===== src/rtl/read_path.sv =====
// -----------------------------------------------------------------------------
// read_path -- AXI4-Lite slave read channel.
//
// Accepts one AR address and issues a single-beat read (REN, ARADDROUT) to the
// register/memory array. When the array answers (RDATAVALID), the data and
// response are captured and returned on the R channel. Only one transaction is
// outstanding at a time. Every output is registered.
//
// Optional macro: AXI_READ_TIMEOUT_EN
//   Defined   : if the array has not answered after TIMEOUT_CYCLES cycles of
//               REN high, a SLVERR beat with zero data is returned instead.
//   Undefined : the read waits for RDATAVALID indefinitely; TIMEOUT_CYCLES is
//               not used.
//
// Ports:
//   clk, reset                    clock, synchronous active-low reset
//   ARVALID, ARADDR, ARREADY      AR channel from/to the master
//   REN, ARADDROUT                read request to the array
//   RDATAIN, RRESPIN, RDATAVALID  response from the array
//   RVALID, RDATA, RRESP, RREADY  R channel to/from the master
// -----------------------------------------------------------------------------
module read_path #(
    parameter int DATA_WIDTH     = 32,
    parameter int ADDR_WIDTH     = 5,
    parameter int RESP_WIDTH     = 2,
    parameter int TIMEOUT_CYCLES = 16
) (
    input  logic                  clk,
    input  logic                  reset,
    input  logic                  ARVALID,
    input  logic [ADDR_WIDTH-1:0] ARADDR,
    output logic                  ARREADY,
    output logic                  REN,
    output logic [ADDR_WIDTH-1:0] ARADDROUT,
    input  logic [DATA_WIDTH-1:0] RDATAIN,
    input  logic [RESP_WIDTH-1:0] RRESPIN,
    input  logic                  RDATAVALID,
    output logic                  RVALID,
    output logic [DATA_WIDTH-1:0] RDATA,
    output logic [RESP_WIDTH-1:0] RRESP,
    input  logic                  RREADY
);

    typedef enum logic [1:0] {IDLE, MEMRD, RESP} state_t;

    state_t                r_state,     w_state_nxt;
    logic                  r_arready,   w_arready_nxt;
    logic                  r_ren,       w_ren_nxt;
    logic [ADDR_WIDTH-1:0] r_araddr,    w_araddr_nxt;
    logic                  r_rvalid,    w_rvalid_nxt;
    logic [DATA_WIDTH-1:0] r_rdata,     w_rdata_nxt;
    logic [RESP_WIDTH-1:0] r_rresp,     w_rresp_nxt;
    logic                  w_timeout;

`ifdef AXI_READ_TIMEOUT_EN
    localparam int                    CNT_W  = $clog2(TIMEOUT_CYCLES + 1);
    localparam logic [RESP_WIDTH-1:0] SLVERR = RESP_WIDTH'(2);

    logic [CNT_W-1:0] r_cnt;

    // Counts MEMRD cycles without a response; held at zero elsewhere so it is
    // already clear on entry to MEMRD.
    always_ff @(posedge clk) begin
        if (!reset)
            r_cnt <= '0;
        else if (r_state != MEMRD)
            r_cnt <= '0;
        else if (!RDATAVALID)
            r_cnt <= r_cnt + CNT_W'(1);
    end

    // r_cnt lags by one, so CNT==TIMEOUT-1 here is the TIMEOUT-th REN cycle.
    assign w_timeout = (r_cnt == CNT_W'(TIMEOUT_CYCLES - 1));
`else
    assign w_timeout = 1'b0;
`endif

    always_ff @(posedge clk) begin
        if (!reset) begin
            r_state   <= IDLE;
            r_arready <= 1'b0;
            r_ren     <= 1'b0;
            r_araddr  <= '0;
            r_rvalid  <= 1'b0;
            r_rdata   <= '0;
            r_rresp   <= '0;
        end else begin
            r_state   <= w_state_nxt;
            r_arready <= w_arready_nxt;
            r_ren     <= w_ren_nxt;
            r_araddr  <= w_araddr_nxt;
            r_rvalid  <= w_rvalid_nxt;
            r_rdata   <= w_rdata_nxt;
            r_rresp   <= w_rresp_nxt;
        end
    end

    always_comb begin
        w_state_nxt   = r_state;
        w_arready_nxt = r_arready;
        w_ren_nxt     = r_ren;
        w_araddr_nxt  = r_araddr;
        w_rvalid_nxt  = r_rvalid;
        w_rdata_nxt   = r_rdata;
        w_rresp_nxt   = r_rresp;
        case (r_state)
            IDLE: begin
                // ARREADY comes up one edge after reset release, so the
                // handshake has to use the registered value.
                w_arready_nxt = 1'b1;
                if (ARVALID && r_arready) begin
                    w_araddr_nxt  = ARADDR;
                    w_arready_nxt = 1'b0;
                    w_ren_nxt     = 1'b1;
                    w_state_nxt   = MEMRD;
                end
            end
            MEMRD: begin
                // A response arriving on the expiry cycle still wins.
                if (RDATAVALID) begin
                    w_rdata_nxt  = RDATAIN;
                    w_rresp_nxt  = RRESPIN;
                    w_rvalid_nxt = 1'b1;
                    w_ren_nxt    = 1'b0;
                    w_state_nxt  = RESP;
                end else if (w_timeout) begin
`ifdef AXI_READ_TIMEOUT_EN
                    w_rresp_nxt  = SLVERR;
`endif
                    w_rdata_nxt  = '0;
                    w_rvalid_nxt = 1'b1;
                    w_ren_nxt    = 1'b0;
                    w_state_nxt  = RESP;
                end
            end
            RESP: begin
                if (r_rvalid && RREADY) begin
                    w_rvalid_nxt  = 1'b0;
                    w_arready_nxt = 1'b1;
                    w_state_nxt   = IDLE;
                end
            end
            default: w_state_nxt = IDLE;
        endcase
    end

    assign ARREADY   = r_arready;
    assign REN       = r_ren;
    assign ARADDROUT = r_araddr;
    assign RVALID    = r_rvalid;
    assign RDATA     = r_rdata;
    assign RRESP     = r_rresp;

endmodule


===== config.mk =====
export PLATFORM = sky130hd
export DESIGN_NAME = read_path
export DESIGN_NICKNAME = d
export VERILOG_FILES = /design/src/rtl/read_path.sv
export SDC_FILE = /design/constraint.sdc
export NUM_CORES = 1
export LEC_CHECK = 0
export CAP_MARGIN = 15
export CORE_MARGIN = 8
export CORE_UTILIZATION = 35
export CTS_CLUSTER_SIZE = 25
export DETAILED_ROUTE_END_ITERATION = 16
export PLACE_DENSITY = 0.73
export SLEW_MARGIN = 20
export SYNTH_ARGS = -nofsm -noshare
export SYNTH_HDL_FRONTEND = slang
export SYNTH_SLANG_ARGS = --single-unit

===== constraint.sdc =====
create_clock -name clk -period 1.9 [get_ports clk]
set_clock_uncertainty 0.1 [all_clocks]
set_input_delay 0.19 -clock clk [delete_from_list [all_inputs] [get_ports clk]]
set_output_delay 0.19 -clock clk [all_outputs]
set_load 0.05 [all_outputs]

==> impl_metrics.ini <==
[run_status]
status = completed

[hold_path]
holdPathEnd = r_state[0]
holdPathStages = 2
hp-class = in -> reg
holdCritStartpoint = reset

[placement]
post-place-cells = 336
gp_congestion = 0.7510
dp.final_hpwl_um = 3147
io_buffers = 85

[route]
wl_per_cell_um = 12.66
vias_per_cell = 4.318
first_pass_iters = 4
wl_um = 4342
vias = 1481
detail_route.iter0.violations = 67
ant_nets = 0
drc = 0

[global_route]
globalRoute.totalOverflow = 0
grt_use_total = 0.1167
grt_pass1_wl_um = 7127
grt_pass1_vias = 1503
grt_start_max_net_pins = 53
antenna_found_initial = 0

[sta]
hold_violations = 0
worst_pin_slew_ps = 525.4
fin_setup_tns_ps = 0
setup_viol = 0
maxSlewViolCount = 0
post-route-min-period_ps = 1802
grt_setup_unrepaired = false
min_period_over_period = 0.9486
max_freq_mhz = 554.8
hold_slack_ps = 74.90
max-slew-margin-rel = 0.6487

[clocking]
cts_resized = 0
cts_buffers = 5
clk_latency_ps = 290
cts_tree = done
cts-root-buf = clkbuf_8
clk_path_buf_depth = 2
ctsHoldBuffers = 0
clkSlewWorstSetupHoldPaths_ps = 80
h-tree-depth = 2
cts_setup_buffers = 0
cts.sinks = 44

[layout]
final_nets = 317
antenna_cells = 0
instances_no_fill = 343
drive_above_1_share = 0.05495
finalCoreUtilization = 0.5464
areaGrowthSynthToFinish_pct = 53.02

[worst_setup_path]
reg2reg_from = r_state[0]
start_kind = flip-flop
crit_chain = clkdlybuf4s50_1
max_stage_delay_ps = 830
r2r_cells = 3
critical_path_peak_fanout = 5
cp-end-kind = output pin
critical_path.top_delay_family = buffers and inverters
path_buf_inv = 1
critPathKind = reg -> out
worst_ep_arrival_time_ps = 1510
critPathRequiredTime_ps = 1610
reg2reg_to = RDATA[21]
slowest_stage = clkdlybuf4s50_1
reg2reg_slack_ps = 530

[die]
die_h_um = 87.73
die_w_um = 87.73
ios = 86
core_um2 = 5042
initial_core_util = 0.3571
fp-row-count = 26
dieArea_um2 = 7696

[logic_synthesis]
postSynthAreaPerCell_um2 = 9.377
synth-seq-area-share = 0.4892
syn_area_um2 = 1800
synth_nets = 236
ys_seq_elements = 44
postSynthCellCount = 192
yosysWarningCount = 0
synthDistinctLibCells = 21

[power]
power_w = 0.001969
peakVddDrop_uv = 266.6
power_density_nw_per_um2 = 714.5
leakagePower_nw = 0.9855

[run]
max-cap-violations = 0
## how the worst max path moves through the flow
stage	startpoint	end	cells past startpoint
floorplan	ARREADY	ARADDROUT[0]	3
global placement	RDATAVALID	RDATA[29]	4
detailed placement	RDATAVALID	RDATA[21]	4
CTS	RVALID	RVALID	1
global route	RVALID	RVALID	1
finish	RVALID	RVALID	1
## state kept, by name, indices dropped and copies added, names as in the netlist
register   cells
RDATA         32
RRESP          2
ARADDROUT      5
ARREADY        1
r_state        2
RVALID         1
REN            1
## layer usage
metal | part of all wire | vias to the layer above | track usage
met5 | 0 | - | 0
met4 | 0.0037 | 0 | 0.03750
met3 | 0.11 | 2 | 0.06567
met2 | 0.45 | 54 | 0.1813
met1 | 0.43 | 644 | 0.1318
li1 | - | 781 | -
## logic make-up after synthesis
kind of cell           share of synthesized area
AND/OR/NAND/NOR                           0.1960
multiplexers                              0.2168
flip-flops                                0.4892
buffers and inverters                    0.06602
AO/OA/AOI/OAI                            0.03197
## power by group
part	internal [W]	switching [W]	total (W)
Clock	0.000324	0.000294	0.000618
Combinational	0.000175	0.000201	0.000376
Sequential	0.000955	0.0000200	0.000975
Total	0.00145	0.000515	0.00197
## worst reg2reg max path: cells and delay by family (launching register included)
kind                   cells  cell delay, ps
DFF                        1             450
muxes                      1             260
and+or+nand+nor            1             250
buffers and inverters      1             240
## cell usage after synthesis (all sizes together)
library cell	instances	area share
nand2	80	0.17
nand3b	1	0.0042
o21ba	1	0.0056
a211oi	1	0.0042
o2bb2ai	1	0.0049
a2111oi	1	0.0049
and3b	2	0.010
a32o	1	0.0056
inv	2	0.0042
clkbuf	8	0.017
buf	6	0.045
nor3b	1	0.0042
o21a	1	0.0042
and4bb	1	0.0069
dfxtp	44	0.49
nor2b	1	0.0035
a21oi	1	0.0028
mux2i	39	0.22
## layout by cell type, fill, tap and decap left out, drive strengths merged
cell	netlist	final
a2111oi	1	1
a211oi	1	1
a21oi	1	1
a32o	1	1
and3b	2	2
and4bb	1	1
buf	6	4
clkbuf	8	7
clkdlybuf4s50	0	84
dfxtp	44	44
inv	2	2
mux2i	39	39
nand2	80	80
nand3b	1	1
nor2b	1	1
nor3b	1	1
o21a	1	1
o21ba	1	1
o2bb2ai	1	1
## per-stage QoR
step / setup WS, ps / cell area [µm²]
floorplan: 473.0 / 1800
global placement: 349.6 / 2659
detailed placement: 309.8 / 2659
CTS: 81.88 / 2755
global route: 27.11 / 2755
finish: 97.66 / 2755
## area by class of cell
class	instances	area [µm²]
sequential	44	880.8
timing repair buffer	88	880.8
inverter	2	7.507
multi-input combinational	132	802.0
fill	460	2287
clock buffer	7	96.34
tap	70	87.58
No activity file was read; power rests on OpenSTA's default activity.
